--- config.mk ---
export PLATFORM = sky130hd
export DESIGN_NAME = inter_rm_wr_master_flat
export DESIGN_NICKNAME = d
export VERILOG_FILES = /design/src/rtl/inter_rm_wr_master_if.sv /design/src/rtl/inter_rm_wr_master.sv /design/src/flat_wrapper.sv
export SDC_FILE = /design/constraint.sdc
export NUM_CORES = 2
export LEC_CHECK = 0
export BUFFER_PORTS_ARGS = -buffer_cell sky130_fd_sc_hd__buf_2
export CAP_MARGIN = 40
export CORE_ASPECT_RATIO = 2
export CORE_MARGIN = 2
export CORE_UTILIZATION = 60
export DETAILED_ROUTE_END_ITERATION = 16
export HOLD_SLACK_MARGIN = 0.08
export PLACE_DENSITY = 0.78
export SLEW_MARGIN = 40
export SYNTH_ARGS = -nofsm -noshare
export SYNTH_HDL_FRONTEND = slang
export SYNTH_SLANG_ARGS = --single-unit
--- constraint.sdc ---
create_clock -name clk -period 9.55 [get_ports clk]
set_clock_uncertainty 0.2 [all_clocks]
set_input_delay 0.955 -clock clk [delete_from_list [all_inputs] [get_ports clk]]
set_output_delay 0.955 -clock clk [all_outputs]
set_load 0.02 [all_outputs]
--- src/rtl/inter_rm_wr_master_if.sv ---
// Bundles the AXI-Stream input and the AXI4 write-channel signals of the inter-RM write master.
// Latency: none (wires only).
// Backpressure: carried by the valid/ready pairs; master = write master block, slave = stream source plus AXI4 write slave.
// Ports: s_axis_* stream in, m_axi_aw* address, m_axi_w* data, m_axi_b* response.
interface inter_rm_wr_master_if #(
    parameter int ADDR_W = 30,
    parameter int DATA_W = 128
);
    logic                  s_axis_tvalid;
    logic                  s_axis_tready;
    logic [DATA_W-1:0]     s_axis_tdata;
    logic [DATA_W/8-1:0]   s_axis_tkeep;
    logic                  s_axis_tlast;

    logic                  m_axi_awvalid;
    logic                  m_axi_awready;
    logic [ADDR_W-1:0]     m_axi_awaddr;
    logic [7:0]            m_axi_awlen;
    logic [2:0]            m_axi_awsize;
    logic [1:0]            m_axi_awburst;

    logic                  m_axi_wvalid;
    logic                  m_axi_wready;
    logic [DATA_W-1:0]     m_axi_wdata;
    logic [DATA_W/8-1:0]   m_axi_wstrb;
    logic                  m_axi_wlast;

    logic                  m_axi_bvalid;
    logic                  m_axi_bready;
    logic [1:0]            m_axi_bresp;

    modport master (
        input  s_axis_tvalid, s_axis_tdata, s_axis_tkeep, s_axis_tlast,
        output s_axis_tready,
        output m_axi_awvalid, m_axi_awaddr, m_axi_awlen, m_axi_awsize, m_axi_awburst,
        input  m_axi_awready,
        output m_axi_wvalid, m_axi_wdata, m_axi_wstrb, m_axi_wlast,
        input  m_axi_wready,
        input  m_axi_bvalid, m_axi_bresp,
        output m_axi_bready
    );

    modport slave (
        output s_axis_tvalid, s_axis_tdata, s_axis_tkeep, s_axis_tlast,
        input  s_axis_tready,
        input  m_axi_awvalid, m_axi_awaddr, m_axi_awlen, m_axi_awsize, m_axi_awburst,
        output m_axi_awready,
        input  m_axi_wvalid, m_axi_wdata, m_axi_wstrb, m_axi_wlast,
        output m_axi_wready,
        output m_axi_bvalid, m_axi_bresp,
        input  m_axi_bready
    );
endinterface

--- src/rtl/inter_rm_wr_master.sv ---
// AXI-Stream to AXI4 INCR burst write master: buffers up to MAX_BURST beats, then runs AW -> W -> B, one burst in flight.
// Latency: awvalid rises on the edge that accepts the tlast / buffer-filling beat; W beats stream from the buffer with no bubbles.
// Backpressure: s_axis_tready only in FILL with buffer space; AW/W outputs hold stable while awready/wready are low.
// Ports: clk, resetn (async active-low); bus (inter_rm_wr_master_if.master); busy; bresp_err (sticky on non-OKAY bresp).
// Optional: define INTER_RM_WR_FLUSH_EN to flush a partial buffer after FLUSH_CYCLES idle cycles.
module inter_rm_wr_master #(
    parameter int              DATA_W       = 128,
    parameter int              ADDR_W       = 30,
    parameter int              MAX_BURST    = 16,
    parameter logic [ADDR_W-1:0] BASE_ADDR  = '0,
    parameter int              FLUSH_CYCLES = 64
) (
    input  logic                        clk,
    input  logic                        resetn,
    inter_rm_wr_master_if.master        bus,
    output logic                        busy,
    output logic                        bresp_err
);
    localparam int KEEP_W = DATA_W / 8;
    localparam int ENT_W  = DATA_W + KEEP_W;
    localparam int CNT_W  = $clog2(MAX_BURST + 1);
    localparam int PTR_W  = $clog2(MAX_BURST);

    if (DATA_W != 128 || MAX_BURST < 2 || MAX_BURST > 256 || FLUSH_CYCLES < 1) begin : g_param_err
        $error("inter_rm_wr_master: unsupported parameter set");
    end

    typedef enum logic [1:0] {FILL, AW, W, B} state_t;

    state_t             state_q, state_d;
    logic               run_q;
    logic [CNT_W-1:0]   count_q;
    logic [PTR_W-1:0]   rd_ptr_q;
    logic [ADDR_W-1:0]  addr_q;
    logic               bresp_err_q;
    logic [ENT_W-1:0]   mem [MAX_BURST];

    logic               s_rdy;
    logic               beat_acc;
    logic               aw_vld;
    logic               w_vld;
    logic               w_last;
    logic               b_rdy;
    logic               rd_last;

    // run_q keeps tready low through reset and for the first edge after release.
    always_ff @(posedge clk or negedge resetn) begin
        if (!resetn) begin
            state_q <= FILL;
            run_q   <= 1'b0;
        end else begin
            state_q <= state_d;
            run_q   <= 1'b1;
        end
    end

`ifdef INTER_RM_WR_FLUSH_EN
    localparam int IDLE_W = $clog2(FLUSH_CYCLES + 1);
    logic [IDLE_W-1:0] idle_q;

    always_ff @(posedge clk or negedge resetn) begin
        if (!resetn) begin
            idle_q <= '0;
        end else if (state_q != FILL || beat_acc || count_q == '0) begin
            idle_q <= '0;
        end else if (idle_q != IDLE_W'(FLUSH_CYCLES)) begin
            idle_q <= idle_q + IDLE_W'(1);
        end
    end
`endif

    assign rd_last = (count_q == CNT_W'(rd_ptr_q) + CNT_W'(1));

    always_comb begin
        state_d  = state_q;
        s_rdy    = 1'b0;
        beat_acc = 1'b0;
        aw_vld   = 1'b0;
        w_vld    = 1'b0;
        w_last   = 1'b0;
        b_rdy    = 1'b0;
        case (state_q)
            FILL: begin
                s_rdy    = run_q && (count_q < CNT_W'(MAX_BURST));
                beat_acc = s_rdy && bus.s_axis_tvalid;
                // The trigger beat is written this edge, so it is part of the burst.
                if (beat_acc && (bus.s_axis_tlast || count_q == CNT_W'(MAX_BURST - 1))) begin
                    state_d = AW;
                end
`ifdef INTER_RM_WR_FLUSH_EN
                // Counter would reach FLUSH_CYCLES on this edge.
                else if (!beat_acc && count_q != '0 && idle_q == IDLE_W'(FLUSH_CYCLES - 1)) begin
                    state_d = AW;
                end
`endif
            end
            AW: begin
                aw_vld = 1'b1;
                if (bus.m_axi_awready) state_d = W;
            end
            W: begin
                w_vld  = 1'b1;
                w_last = rd_last;
                if (bus.m_axi_wready && rd_last) state_d = B;
            end
            B: begin
                b_rdy = 1'b1;
                if (bus.m_axi_bvalid) state_d = FILL;
            end
            default: state_d = FILL;
        endcase
    end

    always_ff @(posedge clk or negedge resetn) begin
        if (!resetn) begin
            count_q     <= '0;
            rd_ptr_q    <= '0;
            addr_q      <= BASE_ADDR;
            bresp_err_q <= 1'b0;
        end else begin
            if (beat_acc) count_q <= count_q + CNT_W'(1);
            if (state_q == W && bus.m_axi_wready) rd_ptr_q <= rd_ptr_q + PTR_W'(1);
            if (state_q == B && bus.m_axi_bvalid) begin
                if (bus.m_axi_bresp != 2'b00) bresp_err_q <= 1'b1;
                addr_q   <= addr_q + (ADDR_W'(count_q) << 4);
                count_q  <= '0;
                rd_ptr_q <= '0;
            end
        end
    end

    // Buffer storage needs no reset: count_q gates what is ever read.
    always_ff @(posedge clk) begin
        if (beat_acc) mem[count_q[PTR_W-1:0]] <= {bus.s_axis_tkeep, bus.s_axis_tdata};
    end

    assign bus.s_axis_tready = s_rdy;
    assign bus.m_axi_awvalid = aw_vld;
    assign bus.m_axi_awaddr  = addr_q;
    assign bus.m_axi_awlen   = 8'(count_q - CNT_W'(1));
    assign bus.m_axi_awsize  = 3'b100;
    assign bus.m_axi_awburst = 2'b01;
    assign bus.m_axi_wvalid  = w_vld;
    // Combinational read of the head entry gives first-word-fall-through.
    assign bus.m_axi_wdata   = mem[rd_ptr_q][DATA_W-1:0];
    assign bus.m_axi_wstrb   = mem[rd_ptr_q][ENT_W-1:DATA_W];
    assign bus.m_axi_wlast   = w_last;
    assign bus.m_axi_bready  = b_rdy;

    assign busy      = (state_q != FILL) || (count_q != '0);
    assign bresp_err = bresp_err_q;
endmodule

--- src/flat_wrapper.sv ---
// flat-port wrapper written by rule: the top's interface ports become plain ports
module inter_rm_wr_master_flat 
#(
    parameter int              DATA_W       = 128,
    parameter int              ADDR_W       = 30,
    parameter int              MAX_BURST    = 16,
    parameter logic [ADDR_W-1:0] BASE_ADDR  = '0,
    parameter int              FLUSH_CYCLES = 64
)
  (clk, resetn, busy, bresp_err, bus_s_axis_tvalid, bus_s_axis_tdata, bus_s_axis_tkeep, bus_s_axis_tlast, bus_s_axis_tready, bus_m_axi_awvalid, bus_m_axi_awaddr, bus_m_axi_awlen, bus_m_axi_awsize, bus_m_axi_awburst, bus_m_axi_awready, bus_m_axi_wvalid, bus_m_axi_wdata, bus_m_axi_wstrb, bus_m_axi_wlast, bus_m_axi_wready, bus_m_axi_bvalid, bus_m_axi_bresp, bus_m_axi_bready);
  inter_rm_wr_master_if #(.ADDR_W(ADDR_W), .DATA_W(DATA_W)) bus_i ();
  input  logic clk;
  input  logic resetn;
  output logic busy;
  output logic bresp_err;
  input wire logic [$bits(bus_i.s_axis_tvalid)-1:0] bus_s_axis_tvalid;
  input wire logic [$bits(bus_i.s_axis_tdata)-1:0] bus_s_axis_tdata;
  input wire logic [$bits(bus_i.s_axis_tkeep)-1:0] bus_s_axis_tkeep;
  input wire logic [$bits(bus_i.s_axis_tlast)-1:0] bus_s_axis_tlast;
  output wire logic [$bits(bus_i.s_axis_tready)-1:0] bus_s_axis_tready;
  output wire logic [$bits(bus_i.m_axi_awvalid)-1:0] bus_m_axi_awvalid;
  output wire logic [$bits(bus_i.m_axi_awaddr)-1:0] bus_m_axi_awaddr;
  output wire logic [$bits(bus_i.m_axi_awlen)-1:0] bus_m_axi_awlen;
  output wire logic [$bits(bus_i.m_axi_awsize)-1:0] bus_m_axi_awsize;
  output wire logic [$bits(bus_i.m_axi_awburst)-1:0] bus_m_axi_awburst;
  input wire logic [$bits(bus_i.m_axi_awready)-1:0] bus_m_axi_awready;
  output wire logic [$bits(bus_i.m_axi_wvalid)-1:0] bus_m_axi_wvalid;
  output wire logic [$bits(bus_i.m_axi_wdata)-1:0] bus_m_axi_wdata;
  output wire logic [$bits(bus_i.m_axi_wstrb)-1:0] bus_m_axi_wstrb;
  output wire logic [$bits(bus_i.m_axi_wlast)-1:0] bus_m_axi_wlast;
  input wire logic [$bits(bus_i.m_axi_wready)-1:0] bus_m_axi_wready;
  input wire logic [$bits(bus_i.m_axi_bvalid)-1:0] bus_m_axi_bvalid;
  input wire logic [$bits(bus_i.m_axi_bresp)-1:0] bus_m_axi_bresp;
  output wire logic [$bits(bus_i.m_axi_bready)-1:0] bus_m_axi_bready;
  assign bus_i.s_axis_tvalid = bus_s_axis_tvalid;
  assign bus_i.s_axis_tdata = bus_s_axis_tdata;
  assign bus_i.s_axis_tkeep = bus_s_axis_tkeep;
  assign bus_i.s_axis_tlast = bus_s_axis_tlast;
  assign bus_s_axis_tready = bus_i.s_axis_tready;
  assign bus_m_axi_awvalid = bus_i.m_axi_awvalid;
  assign bus_m_axi_awaddr = bus_i.m_axi_awaddr;
  assign bus_m_axi_awlen = bus_i.m_axi_awlen;
  assign bus_m_axi_awsize = bus_i.m_axi_awsize;
  assign bus_m_axi_awburst = bus_i.m_axi_awburst;
  assign bus_i.m_axi_awready = bus_m_axi_awready;
  assign bus_m_axi_wvalid = bus_i.m_axi_wvalid;
  assign bus_m_axi_wdata = bus_i.m_axi_wdata;
  assign bus_m_axi_wstrb = bus_i.m_axi_wstrb;
  assign bus_m_axi_wlast = bus_i.m_axi_wlast;
  assign bus_i.m_axi_wready = bus_m_axi_wready;
  assign bus_i.m_axi_bvalid = bus_m_axi_bvalid;
  assign bus_i.m_axi_bresp = bus_m_axi_bresp;
  assign bus_m_axi_bready = bus_i.m_axi_bready;
  inter_rm_wr_master #(.DATA_W(DATA_W), .ADDR_W(ADDR_W), .MAX_BURST(MAX_BURST), .BASE_ADDR(BASE_ADDR), .FLUSH_CYCLES(FLUSH_CYCLES)) u_core (.clk(clk), .resetn(resetn), .bus(bus_i), .busy(busy), .bresp_err(bresp_err));
endmodule
==> impl_metrics.env <==
export IMPL_status="finished clean"
export IMPL_r2r_end="u_core.mem[6][81]"
export IMPL_drtIter0Drc=4400
export IMPL_cts_root_buf="clkbuf_16"
export IMPL_post_cts_resized=0
export IMPL_place_area_um2=94600
export IMPL_synth_warnings=0
export IMPL_vias=46100
export IMPL_final_area_um2=101000
export IMPL_fin_tns_setup_ps=0
export IMPL_cts_setup_buffers=0
export IMPL_vdd_drop_max_v=0.000219
export IMPL_post_route_period_util_pct=59.2
export IMPL_grt_pass1_wl_mm=305
export IMPL_synthSimpleGateAreaFrac_pct=1.14
export IMPL_grt_max_degree=130
export IMPL_io_pin_count=347
export IMPL_clock_sinks=2343
export IMPL_gp_congestion=0.781
export IMPL_drtAntennaViolNets=0
export IMPL_combPwrFrac_pct=0.8
export IMPL_intPower_mw=15.5
export IMPL_final_instance_count_excl_fill=7008
export IMPL_muxShareOfSynthArea_pct=13.8
export IMPL_cts_tree="yes"
export IMPL_timing_rr_start="u_core.state_q[1]"
export IMPL_globalRouteMet3Util_pct=4.52
export IMPL_regArea_um2=70200
export IMPL_p_clk_share_pct=40.1
export IMPL_setup_viol=0
export IMPL_max_slew_margin_rel_pct=40.3
export IMPL_dieArea_um2=154000
export IMPL_post_drt_wl_per_cell_um=29.9
export IMPL_dp_cells=6637
export IMPL_synth_compound_area_share_pct=5.17
export IMPL_overflow=0
export IMPL_async_reset_ff_share_pct=1.66
export IMPL_viasPerCell=6.57
export IMPL_hold_class="in2reg"
export IMPL_syn_inst=4526
export IMPL_reg2reg_slack_ps=5390
export IMPL_synthXorXnorAreaFrac_pct=0.375
export IMPL_wl_mm=210
export IMPL_p_per_area_nw_per_um2=189
export IMPL_area_delta_synth_final_pct=11.5
export IMPL_start_util_pct=60.4
export IMPL_port_buffers=337
export IMPL_rsz0062_at_grt="false"
export IMPL_cts_buffers=197
export IMPL_cts_buffer_depth=4
export IMPL_antenna_found_initial=40
export IMPL_hold_viol=0
export IMPL_synth_edf_count=2304
export IMPL_synth_ff_type="edfxtp_1"
export IMPL_arrival_ps=4490
export IMPL_switching_share_pct=18.9
export IMPL_hold_buffers=1
export IMPL_end_kind="output pin"
export IMPL_critical_path_max_fanout=43
export IMPL_grt_util_met2_pct=47.1
export IMPL_fin_nets=5083
export IMPL_maxCapViolCount=0
export IMPL_multi_input_area_um2=18900
export IMPL_dp_hpwl_mm=108
export IMPL_firstDrtPassIters=5
export IMPL_syn_area_um2=90400
export IMPL_critical_path_endpoint="bus_m_axi_wdata[110]"
export IMPL_die_w_um=278
export IMPL_netSwitchingPower_mw=3.60
export IMPL_drive_above_1_share_pct=22.8
export IMPL_fmax_mhz=177
export IMPL_synth_top_family_by_area="multiplexers"
export IMPL_drv_slew=0
export IMPL_h_tree_depth=4
export IMPL_drc=0
export IMPL_synth_adder_area_share_pct=0.244
export IMPL_clk_pin_slew_ps=70
export IMPL_period_minus_slack_ps=5650
export IMPL_rr_worst_depth=7
export IMPL_die_y_um=553
export IMPL_fill_cells=9271
export IMPL_avgSynthCellArea_um2=20.0
export IMPL_grtUsageMet1_pct=35.1
export IMPL_crit_type="reg2out"
export IMPL_ys_types=43
export IMPL_cp_data_required_time_ps=8400
export IMPL_core_um2=150000
export IMPL_ys_seq_area_share_pct=77.6
export IMPL_clock_latency_ps=810
export IMPL_ys_ff_latch=2343
export IMPL_leakagePower_nw=31.2
export IMPL_seqPwrFrac_pct=59.1
export IMPL_first_global_vias=46900
export IMPL_worst_setup_path_start_kind="flop"
export IMPL_grt_busiest_layer="met2"
export IMPL_crit_start="u_core.rd_ptr_q[1]"
export IMPL_max_slew_worst_pin_slew_ps=895
export IMPL_num_rows=201
export IMPL_track_usage_pct=27.1
[metrics by stage]
stage | util [%] | setup WS, ps | power [mW] | hold slack (ps)
2_1_floorplan | - | 1170 | 11.5 | 328
3_3_place_gp | 62.8 | 4560 | 11.6 | 258
3_5_place_dp | 63.2 | 4740 | 11.7 | 261
4_1_cts | 67.2 | 3860 | 19.2 | 142
5_1_grt | 67.3 | 3820 | 19.5 | 222
6_report | 67.3 | 3900 | 19.1 | 196
[layer usage]
| metal | wire length (um) | share of wire, % | up-vias |
|---|---|---|---|
| li1 | - | - | 19400 |
| met1 | 78100 | 37 | 24100 |
| met2 | 109000 | 52 | 2153 |
| met3 | 16600 | 7.9 | 391 |
| met4 | 6200 | 3.0 | 30 |
| met5 | 185 | 0.088 | - |
[placed cells by master (no fill, tap or decap), drive strengths merged, types with 2 or more instances in the layout]
cell,synthesis,final
conb,2,10
edfxtp,2304,2304
a21o,2,2
inv,11,18
o21ai,295,295
and4,2,2
a221oi,144,144
nand4,10,10
ha,16,16
bufinv,0,11
nor2,31,31
clkbuf,106,249
xnor2,19,19
clkinvlp,0,11
dfrtp,39,39
and3,8,8
and2,3,3
nor3,3,3
o211ai,2,2
clkinv,0,70
a211oi,4,4
nand3,9,9
mux2i,433,433
a22oi,144,144
mux2,145,145
nor2b,5,5
nand2b,3,3
diode,0,18
xor2,17,17
mux4,288,288
or2,2,2
nand2,170,170
buf,151,436
a21oi,149,149
[flip-flops by register name, summed over array words and instances (netlist names)]
register                 count
u_core.mem                2304
u_core.bus.m_axi_awaddr     26
u_core.count_q               5
u_core.rd_ptr_q              4
u_core.state_q               2
u_core.bresp_err             1
u_core.run_q                 1
[kinds of logic after synthesis]
| family | after synthesis |
|---|---|
| flip-flops | 2343 |
| multiplexers | 866 |
| AO/OA/AOI/OAI | 746 |
| buffers and inverters | 268 |
| AND/OR/NAND/NOR | 247 |
| XOR/XNOR | 37 |
| adder cells (fa/ha/maj) | 17 |
| other | 2 |
[cell usage after synthesis (all sizes together) (9+ instances only)]
master	number	area (um^2)
a21oi	149	746
a221oi	144	1260
a22oi	144	1080
buf	151	1040
clkbuf	106	398
dfrtp	39	976
edfxtp	2304	69200
ha	16	200
inv	11	41.3
mux2	145	1630
mux2i	433	4330
mux4	288	6490
nand2	170	638
nand3	9	45.0
nand4	10	62.6
nor2	31	116
o21ai	295	1480
xnor2	19	166
xor2	17	149
[power groups by stage]
stage / Sequential [mW] / Clock, mW / Combinational [mW]
2_1_floorplan: 11.5 / 0 / 0.00618
3_3_place_gp: 11.5 / 0 / 0.139
3_5_place_dp: 11.5 / 0 / 0.153
4_1_cts: 11.3 / 7.75 / 0.153
5_1_grt: 11.3 / 8.09 / 0.173
6_report: 11.3 / 7.64 / 0.154
[cell type report]
cell class | count | area share (%)
Sequential cell | 2343 | 69.7
Inverter | 11 | 0.0410
Tap cell | 1928 | 2.39
Timing Repair Buffer | 437 | 3.13
Clock inverter | 99 | 0.780
Clock buffer | 249 | 5.19
Antenna cell | 18 | 0.0447
Multi-Input combinational cell | 1923 | 18.8
[worst min path at each step]
stage,startpoint,cells after the start,end
3_3_place_gp,u_core.bresp_err,1,u_core.bresp_err
5_1_grt,bus_m_axi_bresp[0],3,u_core.bresp_err
6_report,bus_m_axi_bresp[0],3,u_core.bresp_err
2_1_floorplan,u_core.state_q[0],1,u_core.state_q[0]
3_5_place_dp,u_core.bus.m_axi_awaddr[29],1,u_core.bus.m_axi_awaddr[29]
4_1_cts,bus_m_axi_bresp[0],3,u_core.bresp_err
[critical path, stage by stage (launching register included)]
cell,delay (ps)
dfrtp_4,890
and2_4,520
buf_4,580
buf_4,760
a221oi_1,220
a22oi_1,240
nand2_1,170
buf_2,200
(Power assumes the default switching activity.)
